**config.mk**
```make
export PLATFORM = sky130hd
export DESIGN_NAME = lock_scheduler
export DESIGN_NICKNAME = d
export VERILOG_FILES = /design/src/rtl/lock_scheduler.sv
export SDC_FILE = /design/constraint.sdc
export NUM_CORES = 1
export LEC_CHECK = 0
export BUFFER_PORTS_ARGS = -buffer_cell sky130_fd_sc_hd__buf_2
export CAP_MARGIN = 0
export CORE_ASPECT_RATIO = 0.75
export CORE_MARGIN = 4
export CORE_UTILIZATION = 50
export CTS_CLUSTER_DIAMETER = 150
export DETAILED_ROUTE_END_ITERATION = 8
export GPL_TIMING_DRIVEN = 0
export PLACE_DENSITY = 0.75
export SYNTH_ARGS = -nofsm -noshare
export SYNTH_HDL_FRONTEND = slang
export SYNTH_SLANG_ARGS = --single-unit
```
**constraint.sdc**
```tcl
create_clock -name clk -period 2.92 [get_ports clk]
set_clock_uncertainty 0.05 [all_clocks]
set_input_delay 0.73 -clock clk [delete_from_list [all_inputs] [get_ports clk]]
set_output_delay 0.73 -clock clk [all_outputs]
set_load 0.01 [all_outputs]
```
**src/rtl/lock_scheduler.sv**
```systemverilog
// -----------------------------------------------------------------------------
// lock_scheduler
//   Sequences one gondola through a canal lock per request. A request from
//   either side is latched as pending. IDLE grants one side round-robin. The
//   pound is pumped to the arrival side's level and that side's door is opened
//   for DOOR_TIME cycles. The pound is then pumped to the opposite side's level
//   and the opposite door is opened. If an adjust phase needs more than
//   MAX_PULSES pump pulses, a sticky fault is raised and nothing further is
//   granted until reset.
//
// Request/grant handshake: a request input acts as "valid" for one gondola.
// It is captured on every posedge where it is high, and it needs no hold.
// grant_<side> acts as the acknowledge: it is a one-cycle pulse, issued in the
// cycle after IDLE accepts that side. Repeated requests collapse into one
// pending service. No back-pressure is exposed; requests are never lost
// unless reset intervenes.
//
// Ports
//   clk, reset              clock; synchronous active-high reset
//   outer_req, inner_req    arrival requests (sampled, set pending)
//   water_level[16:0]       measured pound level, unsigned
//   inc/dec_water_level     one-cycle pump pulses
//   outer/inner_door_open   door-open commands
//   grant_outer/inner       one-cycle acceptance pulses
//   busy                    high whenever the FSM is not in IDLE
//   fault                   sticky pump-timeout flag
//   o_dbg_state[2:0]        current FSM state, for observation
// -----------------------------------------------------------------------------
module lock_scheduler #(
  parameter int unsigned INNER      = 2800,
  parameter int unsigned OUTER      = 0,
  parameter int unsigned TOLERANCE  = 168,
  parameter int unsigned DOOR_TIME  = 5,
  parameter int unsigned SETTLE     = 2,
  parameter int unsigned MAX_PULSES = 16
) (
  input  logic        clk,
  input  logic        reset,
  input  logic        outer_req,
  input  logic        inner_req,
  input  logic [16:0] water_level,
  output logic        inc_water_level,
  output logic        dec_water_level,
  output logic        outer_door_open,
  output logic        inner_door_open,
  output logic        grant_outer,
  output logic        grant_inner,
  output logic        busy,
  output logic        fault,
  output logic [2:0]  o_dbg_state
);

  typedef enum logic [2:0] {
    S_IDLE       = 3'd0,
    S_ADJ_ARR    = 3'd1,
    S_SETTLE_ARR = 3'd2,
    S_OPEN_ARR   = 3'd3,
    S_ADJ_DEP    = 3'd4,
    S_SETTLE_DEP = 3'd5,
    S_OPEN_DEP   = 3'd6
  } state_t;

  // Door-open thresholds, clamped so that extreme parameters can neither
  // underflow nor exceed the 17-bit level range.
  localparam int unsigned OUTER_LIM_I = (OUTER + TOLERANCE > 131071) ? 131071 : OUTER + TOLERANCE;
  localparam int unsigned INNER_MIN_I = (INNER > TOLERANCE) ?
                                        ((INNER - TOLERANCE > 131071) ? 131071 : INNER - TOLERANCE) : 0;
  localparam logic [16:0] OUTER_LIM = OUTER_LIM_I[16:0];
  localparam logic [16:0] INNER_MIN = INNER_MIN_I[16:0];

  // A single counter serves both settle and door timing, so it is sized for the larger.
  localparam int unsigned CNT_MAX = (DOOR_TIME > SETTLE) ? DOOR_TIME : SETTLE;
  localparam int CW = (CNT_MAX < 2) ? 1 : $clog2(CNT_MAX + 1);
  localparam int PW = (MAX_PULSES < 2) ? 1 : $clog2(MAX_PULSES + 1);

  state_t          r_state;
  logic            r_pend_outer;
  logic            r_pend_inner;
  logic            r_last_inner;   // side served most recently (1 = inner)
  logic            r_dir;          // arrival side of current service (1 = inner)
  logic            r_fault;
  logic            r_grant_outer;
  logic            r_grant_inner;
  logic            r_inc;
  logic            r_dec;
  logic            r_outer_door;
  logic            r_inner_door;
  logic [CW-1:0]   r_cnt;
  logic [PW-1:0]   r_pulses;

  logic w_outer_ok;
  logic w_inner_ok;
  logic w_pend_outer;
  logic w_pend_inner;
  logic w_pick_inner;
  logic w_tgt_inner;
  logic w_tgt_ok;

  assign w_outer_ok   = (water_level <= OUTER_LIM);
  assign w_inner_ok   = (water_level >= INNER_MIN);
  // A request sampled this cycle counts as pending for arbitration now.
  assign w_pend_outer = r_pend_outer | outer_req;
  assign w_pend_inner = r_pend_inner | inner_req;
  // On a tie, serve the side that was not served last.
  assign w_pick_inner = w_pend_inner & (~w_pend_outer | ~r_last_inner);
  // The arrival leg targets the arrival side; the departure leg targets the opposite side.
  assign w_tgt_inner  = (r_state == S_ADJ_ARR) ? r_dir : ~r_dir;
  assign w_tgt_ok     = w_tgt_inner ? w_inner_ok : w_outer_ok;

  always_ff @(posedge clk) begin
    if (reset) begin
      r_state       <= S_IDLE;
      r_pend_outer  <= 1'b0;
      r_pend_inner  <= 1'b0;
      r_last_inner  <= 1'b1;
      r_dir         <= 1'b0;
      r_fault       <= 1'b0;
      r_grant_outer <= 1'b0;
      r_grant_inner <= 1'b0;
      r_inc         <= 1'b0;
      r_dec         <= 1'b0;
      r_outer_door  <= 1'b0;
      r_inner_door  <= 1'b0;
      r_cnt         <= '0;
      r_pulses      <= '0;
    end else begin
      r_grant_outer <= 1'b0;
      r_grant_inner <= 1'b0;
      r_inc         <= 1'b0;
      r_dec         <= 1'b0;
      r_pend_outer  <= w_pend_outer;
      r_pend_inner  <= w_pend_inner;

      case (r_state)
        S_IDLE: begin
          if (!r_fault && (w_pend_outer || w_pend_inner)) begin
            if (w_pick_inner) begin
              r_pend_inner  <= 1'b0;
              r_grant_inner <= 1'b1;
            end else begin
              r_pend_outer  <= 1'b0;
              r_grant_outer <= 1'b1;
            end
            r_dir    <= w_pick_inner;
            r_pulses <= '0;
            r_state  <= S_ADJ_ARR;
          end
        end

        S_ADJ_ARR, S_ADJ_DEP: begin
          if (w_tgt_ok) begin
            if (w_tgt_inner) r_inner_door <= 1'b1;
            else             r_outer_door <= 1'b1;
            r_cnt   <= CW'(DOOR_TIME);
            r_state <= (r_state == S_ADJ_ARR) ? S_OPEN_ARR : S_OPEN_DEP;
          end else if (r_pulses == PW'(MAX_PULSES)) begin
            // The pulse budget is exhausted: this pulse is withheld.
            r_fault <= 1'b1;
            r_state <= S_IDLE;
          end else begin
            if (w_tgt_inner) r_inc <= 1'b1;
            else             r_dec <= 1'b1;
            r_pulses <= r_pulses + PW'(1);
            r_cnt    <= CW'(SETTLE);
            r_state  <= (r_state == S_ADJ_ARR) ? S_SETTLE_ARR : S_SETTLE_DEP;
          end
        end

        // The pulse cycle itself is the first settle cycle.
        S_SETTLE_ARR, S_SETTLE_DEP: begin
          if (r_cnt > CW'(1)) r_cnt <= r_cnt - CW'(1);
          else r_state <= (r_state == S_SETTLE_ARR) ? S_ADJ_ARR : S_ADJ_DEP;
        end

        S_OPEN_ARR: begin
          if (r_cnt > CW'(1)) begin
            r_cnt <= r_cnt - CW'(1);
          end else begin
            r_outer_door <= 1'b0;
            r_inner_door <= 1'b0;
            r_pulses     <= '0;
            r_state      <= S_ADJ_DEP;
          end
        end

        S_OPEN_DEP: begin
          if (r_cnt > CW'(1)) begin
            r_cnt <= r_cnt - CW'(1);
          end else begin
            r_outer_door <= 1'b0;
            r_inner_door <= 1'b0;
            r_last_inner <= r_dir;
            r_state      <= S_IDLE;
          end
        end

        default: r_state <= S_IDLE;
      endcase
    end
  end

  assign inc_water_level = r_inc;
  assign dec_water_level = r_dec;
  assign outer_door_open = r_outer_door;
  assign inner_door_open = r_inner_door;
  assign grant_outer     = r_grant_outer;
  assign grant_inner     = r_grant_inner;
  assign busy            = (r_state != S_IDLE);
  assign fault           = r_fault;
  assign o_dbg_state     = r_state;

endmodule

```
==> impl_summary.log, run 1 <==
INFO  metric slew-limit-headroom = 0.483
INFO  metric total_cts_buffers = 3
INFO  metric final_net_count = 225
INFO  metric grt_start_max_net_pins = 13
INFO  metric cap_violations = 0
INFO  metric place.detailed.hpwl = 2.63 mm
INFO  metric drt_first_pass_iters = 4
INFO  metric whs_path_depth = 2
INFO  metric synth.lib_cells_used.distinct = between 40 and 50
INFO  metric synth-main-ff-cell = sky130_fd_sc_hd__dfxtp_1
INFO  metric place.port_buffers = 30
INFO  metric first_global_vias = 1232
INFO  metric post_synth_and_or_nand_nor_area_fraction = 0.285
INFO  metric worst_slew_pin_slew = 0.766 ns
INFO  metric cts.sink_count = 22
INFO  metric largest_reg_flops = 5
INFO  metric worst_setup_path_start_kind = flop
INFO  metric antenna_left = 0
INFO  metric endpoint_kind = flop
INFO  metric final_common_cell = sky130_fd_sc_hd__buf_2
INFO  metric critical_path_buf_inv_count = 1
INFO  metric die_height = 53.1 um
INFO  metric combinational_family_with_the_most_area_after_synthesis = simple AND/OR/NAND/NOR gates
INFO  metric peakVddDrop = approximately 0.42 mV
INFO  metric globalRouteTotalUtil = 0.200
INFO  metric totalPowerFinal = 1380 uW
INFO  metric row_count = 16
INFO  metric worst_ep_required_time = around 3.2 ns
INFO  metric ys_ff_latch = 22
INFO  metric slowest_delay = 0.66 ns
INFO  metric worst_path_dominant_cell_family = compound AO/OA/AOI/OAI gates
INFO  metric slew_viol_final = 0
INFO  metric synth.mux.area_fraction = 0.0221
INFO  metric core-area = 0.00260 mm2
INFO  metric syn-mean-instance-area = 8.23 um2
INFO  metric synth_warnings = 0
INFO  metric synth_compound_area_frac = 0.266
INFO  metric start_util = 0.522
INFO  metric number_of_diodes_added_for_antenna_fixing = 0
INFO  metric cts_repair_resize_count = 0
INFO  metric tritoncts_clock_tree = built
INFO  metric fmax = just under 0.4 GHz
INFO  metric grt_setup_unrepaired = false
INFO  metric synth_cells = 165
INFO  metric holdCritPathClass = flop to flop
INFO  metric global_route_wire_length_before_repair = 5.44 mm
INFO  metric cts.hold.buffers_added = 0
INFO  metric worstPathCellList = inv_1 -> ha_1 -> nor4bb_1 -> o32ai_1 -> a221oi_1 -> nand2_1 -> a21o_1 -> nand2_1
INFO  metric finalWirelength = 3.39 mm
INFO  metric htree_num_levels = 1
INFO  metric route.detailed.vias_per_inst = ~5.9
INFO  metric layout_worst_path_cycle_share = 0.888
INFO  metric synth-adder-area-share = 0.0369
INFO  metric worst_path_max_delay_cell = sky130_fd_sc_hd__a221oi_1
INFO  metric outcome = complete, no violations
INFO  metric root_buffer = sky130_fd_sc_hd__clkbuf_4
INFO  metric clk_pin_slew_worst_paths = roughly 0.13 ns
INFO  metric setup_viol = 0
INFO  metric first_iter_violations = 66
INFO  metric post_route_setup_tns = 0 ns
INFO  metric synthesis.area = roughly 0.0014 mm2
INFO  metric layout.cells.most_common_list = sky130_fd_sc_hd__buf_2 (31), sky130_fd_sc_hd__dfxtp_1 (22), sky130_fd_sc_hd__nand2_1 (13), sky130_fd_sc_hd__a21oi_1 (13), sky130_fd_sc_hd__nor2_1 (12)
INFO  metric r2r_cells = 8
INFO  metric grt_antenna_before_repair = 0
INFO  metric number_of_enable_flip_flop_cells_after_synthesis = 0
INFO  metric area_growth = 17.1%
INFO  metric worst-path-max-fanout = 6
INFO  metric finalHoldViolations = 0
INFO  metric post_synth_xor_area_fraction = 0.0258
INFO  metric largest_register = r_pulses
INFO  metric type_of_the_setup_path_with_the_least_slack = flop to flop
INFO  metric die_w = 68.2 um
INFO  metric timing.critical_path.mode_cell = sky130_fd_sc_hd__nand2_1
INFO  metric cp.depth = 8
INFO  metric post_route_cells_drive_above_1_share = 0.236
INFO  metric routed_wire_length_per_instance = approximately 14 um
INFO  metric dr_total_vias = 1382
INFO  metric synth_nets = 190
INFO  metric gpl.final_weighted_congestion = between 0.9 and 1
INFO  metric route.detailed.drc = 0
INFO  metric lkg_pwr = 0.000643 uW
INFO  metric pin_count = 32
INFO  metric clkLatencyLatePin = 0.33 ns
INFO  metric timing.final.crit_period = 2.59 ns
INFO  metric synth-seq-area-share = 0.324
INFO  metric ys_async_sr_fraction = 0
INFO  metric die_footprint = 0.00362 mm2
INFO  metric total_power_divided_by_cell_area = ~870 mW/mm2
INFO  metric clk_path_buf_depth = 2
INFO  metric overflow = 0
INFO  metric cts_setup_buffers = 0
INFO  metric critPathArrivalTime = 2.82 ns
==> power breakdown <==
group          switching [uW]  internal, uW
Clock                    99.4          76.4
Combinational             481           303
Sequential               55.7           364
==> worst register-to-register path: stages, from the launching register on <==
cell                       delay [ns]
sky130_fd_sc_hd__dfxtp_1         0.35
sky130_fd_sc_hd__inv_1           0.10
sky130_fd_sc_hd__ha_1            0.18
sky130_fd_sc_hd__nor4bb_1        0.62
sky130_fd_sc_hd__o32ai_1         0.24
sky130_fd_sc_hd__a221oi_1        0.66
sky130_fd_sc_hd__nand2_1         0.11
sky130_fd_sc_hd__a21o_1          0.18
sky130_fd_sc_hd__nand2_1         0.05
==> logic make-up (layout without fill, tap and decap cells) <==
| logic type | count (synthesis) | count (layout) |
|---|---|---|
| buf+inv | 14 | 48 |
| simple gates | 68 | 68 |
| xor+xnor | 4 | 4 |
| fa+ha+maj | 4 | 4 |
| mux | 3 | 3 |
| flops | 22 | 22 |
| compound gates | 50 | 50 |
==> synth_stat cells, types with 2 or more instances <==
cell type | n | area (um2)
sky130_fd_sc_hd__a211oi_2 | 3 | 37.5
sky130_fd_sc_hd__a21o_1 | 3 | 22.5
sky130_fd_sc_hd__a21oi_1 | 13 | 65.1
sky130_fd_sc_hd__a21oi_2 | 2 | 17.5
sky130_fd_sc_hd__a221oi_1 | 2 | 17.5
sky130_fd_sc_hd__a311oi_1 | 2 | 17.5
sky130_fd_sc_hd__and3_1 | 2 | 12.5
sky130_fd_sc_hd__clkbuf_1 | 5 | 18.8
sky130_fd_sc_hd__dfxtp_1 | 22 | 440
sky130_fd_sc_hd__ha_1 | 4 | 50.1
sky130_fd_sc_hd__inv_1 | 8 | 30.0
sky130_fd_sc_hd__mux2i_1 | 3 | 30.0
sky130_fd_sc_hd__nand2_1 | 13 | 48.8
sky130_fd_sc_hd__nand2b_1 | 8 | 50.1
sky130_fd_sc_hd__nand3_1 | 6 | 30.0
sky130_fd_sc_hd__nand4_1 | 2 | 12.5
sky130_fd_sc_hd__nor2_1 | 12 | 45.0
sky130_fd_sc_hd__nor2b_1 | 2 | 12.5
sky130_fd_sc_hd__nor3_1 | 8 | 40.0
sky130_fd_sc_hd__nor3b_1 | 2 | 15.0
sky130_fd_sc_hd__nor4_1 | 2 | 12.5
sky130_fd_sc_hd__nor4bb_1 | 2 | 20.0
sky130_fd_sc_hd__o21ai_0 | 11 | 55.1
sky130_fd_sc_hd__o31ai_1 | 3 | 22.5
sky130_fd_sc_hd__xor2_1 | 3 | 26.3
==> layer usage <==
metal,share of wire,vias to the layer above,global-route usage
met2,0.44,56,0.331
li1,-,681,-
met3,0.083,5,0.0573
met4,0.0094,0,0.0462
met5,0,-,0
met1,0.47,640,0.255
==> stage by stage <==
step	worst slack [ns]	utilization	instances	area [um2]	hold WS, ns
2_1_floorplan	0.376	-	165	1360	0.404
4_1_cts	0.362	0.611	235	1590	0.449
5_1_grt	0.146	0.611	235	1590	0.463
6_report	0.328	0.611	235	1590	0.448
3_5_place_dp	0.0890	0.597	231	1550	0.432
3_3_place_gp	0.142	0.597	231	1550	0.419
==> worst paths after layout <==
check	startpoint	to	slack, ns
worst max-delay path	r_pulses[0]	r_pulses[2]	0.33
worst min-delay path	r_cnt[1]	r_cnt[1]	0.45
worst min register to register	r_cnt[1]	r_cnt[1]	0.45
worst max register to register	r_pulses[0]	r_pulses[2]	0.33
==> area by class of cell <==
| class | count | area, um2 |
|---|---|---|
| plain buffers | 6 | 23.8 |
| clock buffers | 4 | 36.3 |
| fillers | 240 | 1010 |
| inverters | 8 | 30.0 |
| multi-input cells | 129 | 863 |
| flip-flops and latches | 22 | 440 |
| well taps | 36 | 45.0 |
| repair buffers | 30 | 150 |
Power figures use the tool's default switching activity.
==> run 2: changes to the inputs <==
- CORE_ASPECT_RATIO: 0.75 -> 0.9
==> impl_summary.log, run 2 (synthesis gave the netlist of run 1 again) <==
INFO  metric outcome = complete, no violations
INFO  metric type_of_the_setup_path_with_the_least_slack = flop to flop
INFO  metric cellInternalPower = 744 uW (about the same)
INFO  metric worst_path_max_delay_cell = sky130_fd_sc_hd__a221oi_1
INFO  metric pre_cts_slack = 0.0796 ns (-0.00941 ns)
INFO  metric lkg_pwr = 0.000643 uW (unchanged)
INFO  metric worstSetupStartpoint = r_pulses[0]
INFO  metric root_buffer = sky130_fd_sc_hd__clkbuf_4
INFO  metric layout_worst_path_cycle_share = 0.866 (-0.0211)
INFO  metric worst_slew_pin_slew = 0.736 ns (-0.0300 ns)
INFO  metric switching_power = 640 uW (+0.59%)
INFO  metric slew_viol_final = 0 (unchanged)
INFO  metric area_growth = 16.3%
INFO  metric slowest_delay = 0.66 ns (about the same)
INFO  metric worst_setup_path_start_kind = flop
INFO  metric tritoncts_clock_tree = built
INFO  metric antenna_left = 0 (unchanged)
INFO  metric worst_ep_required_time = 3.13 ns (-0.02 ns)
INFO  metric largest_register = r_pulses
INFO  metric clkLatencyLatePin = 0.32 ns (about the same)
INFO  metric final_net_count = 225 (unchanged)
INFO  metric cts.hold.buffers_added = 0 (unchanged)
INFO  metric row_count = 17 (+1)
INFO  metric endpoint_kind = flop
INFO  metric timing.critical_path.mode_cell = sky130_fd_sc_hd__nand2_1
INFO  metric post_route_setup_tns = 0 ns (unchanged)
INFO  metric first_iter_violations = 73 (+11%)
INFO  metric worst-path-max-fanout = 6 (unchanged)
INFO  metric largest_reg_flops = 5 (unchanged)
INFO  metric peakVddDrop = 0.538 mV (+27%)
INFO  metric die_footprint = 0.00361 mm2 (-0.20%)
INFO  metric clk_path_buf_depth = 2 (unchanged)
INFO  metric share_clk_of_total_power = 0.124 (-0.003)
INFO  metric setup_viol = 0 (unchanged)
INFO  metric slew-limit-headroom = 0.503 (+0.0203)
INFO  metric fmax = 0.395 GHz (+2.4%)
INFO  metric timing.final.crit_period = 2.53 ns (-0.0617 ns)
INFO  metric post_route_cells_drive_above_1_share = 0.236 (unchanged)
INFO  metric routed_wire_length_per_instance = 15.2 um (+5.4%)
INFO  metric place.detailed.hpwl = 2.66 mm (+1.2%)
INFO  metric cts.sink_count = 22 (unchanged)
INFO  metric power.share.combinational = 0.574 (+0.006)
INFO  metric drt_first_pass_iters = 7 (+3)
INFO  metric grt_antenna_before_repair = 0 (unchanged)
INFO  metric gpl.final_weighted_congestion = 0.863 (-13%)
INFO  metric total_cts_buffers = 3 (unchanged)
INFO  metric layout.cells.most_common_list = sky130_fd_sc_hd__buf_2 (31), sky130_fd_sc_hd__dfxtp_1 (22), sky130_fd_sc_hd__nand2_1 (13), sky130_fd_sc_hd__a21oi_1 (13), sky130_fd_sc_hd__nor2_1 (12)
INFO  metric total_power_divided_by_cell_area = 877 mW/mm2 (+0.92%)
INFO  metric critPathArrivalTime = 2.74 ns (-0.08 ns)
INFO  metric core-area = 0.00253 mm2 (-2.7%)
INFO  metric power.sequential.fraction = 0.302 (-0.002)
INFO  metric worstPathCellList = inv_1 -> ha_1 -> nor4bb_1 -> o32ai_1 -> a221oi_1 -> nand2_1 -> a21o_1 -> nand2_1
INFO  metric finalWirelength = 3.45 mm (+1.8%)
INFO  metric die_height = 57.4 um (+8.1%)
INFO  metric htree_num_levels = 1 (unchanged)
INFO  metric final.setup.worst_slack = 0.390 ns (+0.0617 ns)
INFO  metric die_w = 62.9 um (-7.7%)
INFO  metric overflow = 0 (unchanged)
INFO  metric final_common_cell = sky130_fd_sc_hd__buf_2
INFO  metric fin_util = 0.624 (+0.0132)
INFO  metric start_util = 0.536 (+0.0147)
INFO  metric route.detailed.vias_per_inst = 5.93 (+0.90%)
INFO  metric global_route_wire_length_before_repair = 5.80 mm (+6.5%)
INFO  metric dr_total_vias = 1347 (-2.5%)
INFO  metric power.switching_fraction = 0.462 (+0.00141)
INFO  metric number_of_diodes_added_for_antenna_fixing = 0 (unchanged)
INFO  metric globalRouteTotalUtil = 0.198 (-0.00183)
INFO  metric grt_setup_unrepaired = false
INFO  metric critical_path.reg2reg.startpoint = r_pulses[0]
INFO  metric first_global_vias = 1297 (+5.3%)
INFO  metric grt_start_max_net_pins = 13 (unchanged)
INFO  metric cap_violations = 0 (unchanged)
INFO  metric route.detailed.drc = 0 (unchanged)
INFO  metric hold_path.startpoint = r_cnt[1]
INFO  metric holdCritPathClass = flop to flop
INFO  metric finalHoldViolations = 0 (unchanged)
INFO  metric pin_count = 32 (unchanged)
INFO  metric fillers = 257 (+7.1%)
INFO  metric cts_setup_buffers = 0 (unchanged)
INFO  metric place.port_buffers = 30 (unchanged)
INFO  metric cts_repair_resize_count = 0 (unchanged)
INFO  metric clk_pin_slew_worst_paths = 0.13 ns (about the same)
[run 2: per-layer routing]
layer,wire [um],part of all wire,GRT usage,vias to the layer above
li1,-,-,-,678
met1,1650,0.48,0.240,623
met2,1570,0.45,0.338,42
met3,197,0.057,0.0571,4
met4,35,0.010,0.0660,0
met5,0,0,0,-
[run 2: metrics by stage]
step / instance area (um2) / hold slack (ns) / power, uW / instances
CTS: 1580 / 0.454 / 1380 / 227
global route: 1580 / 0.496 / 1510 / 227
finish: 1580 / 0.450 / 1380 / 227
global placement: 1540 / 0.428 / 1180 / 223
floorplan: 1360 / 0.404 / 1000 / 165
detailed placement: 1540 / 0.433 / 1210 / 223
[run 2: layout make-up]
| cell class | instances | area, um2 | area share |
|---|---|---|---|
| Sequential cell | 22 | 440 | 0.279 |
| Inverter | 8 | 30.0 | 0.0190 |
| Multi-Input combinational cell | 129 | 863 | 0.547 |
| Tap cell | 28 | 35.0 | 0.0222 |
| Clock buffer | 4 | 36.3 | 0.0230 |
| Timing Repair Buffer | 30 | 150 | 0.0951 |
| Buffer | 6 | 23.8 | 0.0151 |
[run 2: critical path, delay by kind of cell (launching register included)]
kind | cells | cell delay, ns
AOI/OAI and AO/OA | 3 | 1.04
buffers and inverters | 1 | 0.10
adders and majority gates | 1 | 0.18
and+or+nand+nor | 3 | 0.75
DFF | 1 | 0.35
[run 2: final timing paths]
kind                            depth (start not counted)     endpoint  slack, ns
worst max-delay path                                    8  r_pulses[2]       0.39
worst min register to register                          2     r_cnt[1]       0.45
worst max register to register                          8  r_pulses[2]       0.39
worst min-delay path                                    2     r_cnt[1]       0.45
[run 2: power by group through the flow]
stage	Sequential, uW	Combinational (uW)	Clock (uW)
2_1_floorplan	427	577	0
3_3_place_gp	420	761	0
3_5_place_dp	424	783	0
4_1_cts	418	789	177
5_1_grt	430	885	192
6_report	418	795	171
==> run 3: changes to the inputs <==
- CORE_UTILIZATION: 50 -> 48
- REMOVE_ABC_BUFFERS: default -> 1
- clock period: 2.92 -> 2.15 ns (I/O delays scaled with it)
==> impl_summary.log, run 3 (synthesis gave the netlist of run 1 again) <==
INFO  metric largest_reg_flops = 5 (unchanged)
INFO  metric core-area = 0.00273 mm2 (+7.7%)
INFO  metric final_common_cell = sky130_fd_sc_hd__buf_2
INFO  metric hold_path.startpoint = fault
INFO  metric fillers = 225 (-12%)
INFO  metric r2r_cells = 8 (unchanged)
INFO  metric number_of_diodes_added_for_antenna_fixing = 0 (unchanged)
INFO  metric worst_setup_path_start_kind = input pin
INFO  metric die_footprint = 0.00374 mm2 (+3.6%)
INFO  metric gpl.final_weighted_congestion = 0.837 (-3.0%)
INFO  metric die_w = 64.1 um (+1.8%)
INFO  metric clkLatencyLatePin = 0.31 ns (about the same)
INFO  metric first_global_vias = 1333 (+2.8%)
INFO  metric critical_path.reg2reg.startpoint = r_pulses[0]
INFO  metric fmax = 0.465 GHz
INFO  metric grt_start_max_net_pins = 21 (+8)
INFO  metric timing_endpoint_of_the_critical_path = r_cnt[2]
INFO  metric layout.cells.most_common_list = sky130_fd_sc_hd__buf_2 (29), sky130_fd_sc_hd__dfxtp_1 (18), sky130_fd_sc_hd__nand2_1 (13), sky130_fd_sc_hd__a21oi_1 (13), sky130_fd_sc_hd__buf_4 (13)
INFO  metric critPathArrivalTime = 2.35 ns (-0.39 ns)
INFO  metric die_height = 58.5 um (+1.8%)
INFO  metric cellInternalPower = 1180 uW (+59%)
INFO  metric violations = negative setup slack
INFO  metric route.detailed.vias_per_inst = 5.86 (-1.2%)
INFO  metric setup_viol = 1 (+1)
INFO  metric total_power_divided_by_cell_area = 1180 mW/mm2 (+35%)
INFO  metric endpoint_kind = flop
INFO  metric switching_power = 971 uW (+52%)
INFO  metric outcome = finished with violations
INFO  metric dr_total_vias = 1448 (+7.5%)
INFO  metric type_of_the_setup_path_with_the_least_slack = input pin to flop
INFO  metric finalHoldViolations = 0 (unchanged)
INFO  metric total_cts_buffers = 3 (unchanged)
INFO  metric worstReg2RegEnd = r_pulses[1]
INFO  metric regToRegSetupSlack = 0.10 ns (-0.29 ns)
INFO  metric instances_no_fill = 247 (+8.8%)
INFO  metric row_count = 18 (+1)
INFO  metric area_growth = 33.8%
INFO  metric slew_viol_final = 0 (unchanged)
INFO  metric drt_first_pass_iters = 4 (-3)
INFO  metric totalPowerFinal = 2150 uW (+56%)
INFO  metric pin_count = 32 (unchanged)
INFO  metric cap_violations = 0 (unchanged)
INFO  metric place.detailed.hpwl = 2.60 mm (-2.4%)
INFO  metric final_net_count = 233 (+3.6%)
INFO  metric grt_antenna_before_repair = 0 (unchanged)
INFO  metric largest_register = r_pulses
INFO  metric start_util = 0.498 (-0.0382)
INFO  metric finalWirelength = 3.75 mm (+8.7%)
INFO  metric antenna_left = 0 (unchanged)
INFO  metric slew-limit-headroom = 0.643 (+0.140)
INFO  metric worst-path-max-fanout = 5 (-1)
INFO  metric clk_pin_slew_worst_paths = 0.12 ns (about the same)
INFO  metric peakVddDrop = 0.803 mV (+49%)
INFO  metric whs_path_depth = 2 (unchanged)
INFO  metric power.sequential.fraction = 0.290 (-0.012)
INFO  metric routed_wire_length_per_instance = 15.2 um (-0.13%)
INFO  metric place.port_buffers = 31 (+3.3%)
INFO  metric share_clk_of_total_power = 0.108 (-0.016)
INFO  metric cts.sink_count = 22 (unchanged)
INFO  metric route.detailed.drc = 0 (unchanged)
INFO  metric clk_path_buf_depth = 2 (unchanged)
INFO  metric tritoncts_clock_tree = built
INFO  metric overflow = 0 (unchanged)
INFO  metric htree_num_levels = 1 (unchanged)
INFO  metric first_iter_violations = 38 (-48%)
INFO  metric holdCritPathClass = flop to flop
INFO  metric placed_cells = 230 (+3.1%)
INFO  metric globalRouteTotalUtil = 0.190 (-0.00871)
INFO  metric dpl_cell_area = 0.00154 mm2 (-0.24%)
INFO  metric layout_worst_path_cycle_share = 1.00
INFO  metric global_route_wire_length_before_repair = 5.78 mm (-0.36%)
INFO  metric grt_setup_unrepaired = true
INFO  metric fin_util = 0.667 (+0.0428)
INFO  metric worst_ep_required_time = 2.35 ns (-0.78 ns)
INFO  metric power.share.combinational = 0.602 (+0.028)
INFO  metric worstSetupStartpoint = water_level[16]
INFO  metric root_buffer = sky130_fd_sc_hd__clkbuf_4
INFO  metric timing.final.crit_period = roughly 2.2 ns
INFO  metric worst_slew_pin_slew = 0.531 ns (-0.205 ns)
INFO  metric post_route_cells_drive_above_1_share = 0.362 (+0.126)
INFO  metric lkg_pwr = 0.000724 uW (+13%)
INFO  metric final.setup.worst_slack = -0.00254 ns (-0.393 ns)
INFO  metric power.switching_fraction = 0.451 (-0.0114)
INFO  metric finish.instance_area = 0.00182 mm2 (+15%)
-- run 3: changes by cell type in the layout (fill, tap and decap cells not counted), moves of 3 or more --
cell,delta
sky130_fd_sc_hd__buf_4,+13
sky130_fd_sc_hd__clkbuf_1,-5
sky130_fd_sc_hd__dfxtp_1,-4
sky130_fd_sc_hd__dfxtp_4,+3
-- run 3: final cells by class --
type,instances,area (um2),share of cell area
clock buffers,4,36.3,0.0200
inverters,8,30.0,0.0165
multi-input cells,129,982,0.541
flip-flops and latches,22,453,0.249
well taps,40,50.0,0.0275
repair buffers,44,265,0.146
-- run 3: routing by layer --
| metal | GRT usage | share of wire | vias up |
|---|---|---|---|
| met4 | 0.0431 | 0.0064 | 0 |
| met5 | 0 | 0 | - |
| met1 | 0.225 | 0.41 | 690 |
| met3 | 0.0477 | 0.072 | 4 |
| met2 | 0.345 | 0.51 | 62 |
| li1 | - | - | 692 |
-- run 3: how the worst min path moves through the flow --
stage,endpoint,slack [ns]
after detailed placement,fault,0.44
after global placement,r_pulses[4],0.42
after CTS,fault,0.46
after floorplan,r_cnt[1],0.40
final,fault,0.46
after global routing,r_cnt[1],0.50
-- run 3: worst max-delay path, cell delays in order --
cell                      delay [ns]
sky130_fd_sc_hd__buf_6          0.09
sky130_fd_sc_hd__or4_4          0.55
sky130_fd_sc_hd__a211o_1        0.30
sky130_fd_sc_hd__nor3_4         0.21
sky130_fd_sc_hd__o41a_1         0.30
sky130_fd_sc_hd__a21bo_1        0.24
sky130_fd_sc_hd__a21oi_2        0.12
-- run 3: timing repair --
item | CTS | global route
buffers inserted | 3 | 10
setup endpoints to repair | 10 | 9
gates resized for setup | 12 | 15
pin swaps | 6 | 9
hold buffers | 0 | 0
gates cloned | 0 | 0
-- run 3: per-stage QoR --
stage	setup slack [ns]	setup TNS [ns]	hold slack, ns
2_1_floorplan	-0.201	-0.712	0.403
5_1_grt	-0.0538	-0.195	0.502
3_3_place_gp	-0.445	-3.40	0.420
6_report	-0.00254	-0.00254	0.458
4_1_cts	0.00140	0	0.460
3_5_place_dp	-0.493	-4.23	0.440
-- run 3: power by group through the flow --
stage	logic [uW]	registers [uW]	clock network, uW
floorplan	713	628	0
global placement	928	633	0
detailed placement	983	639	0
CTS	1070	646	233
global route	1420	642	253
finish	1300	624	233
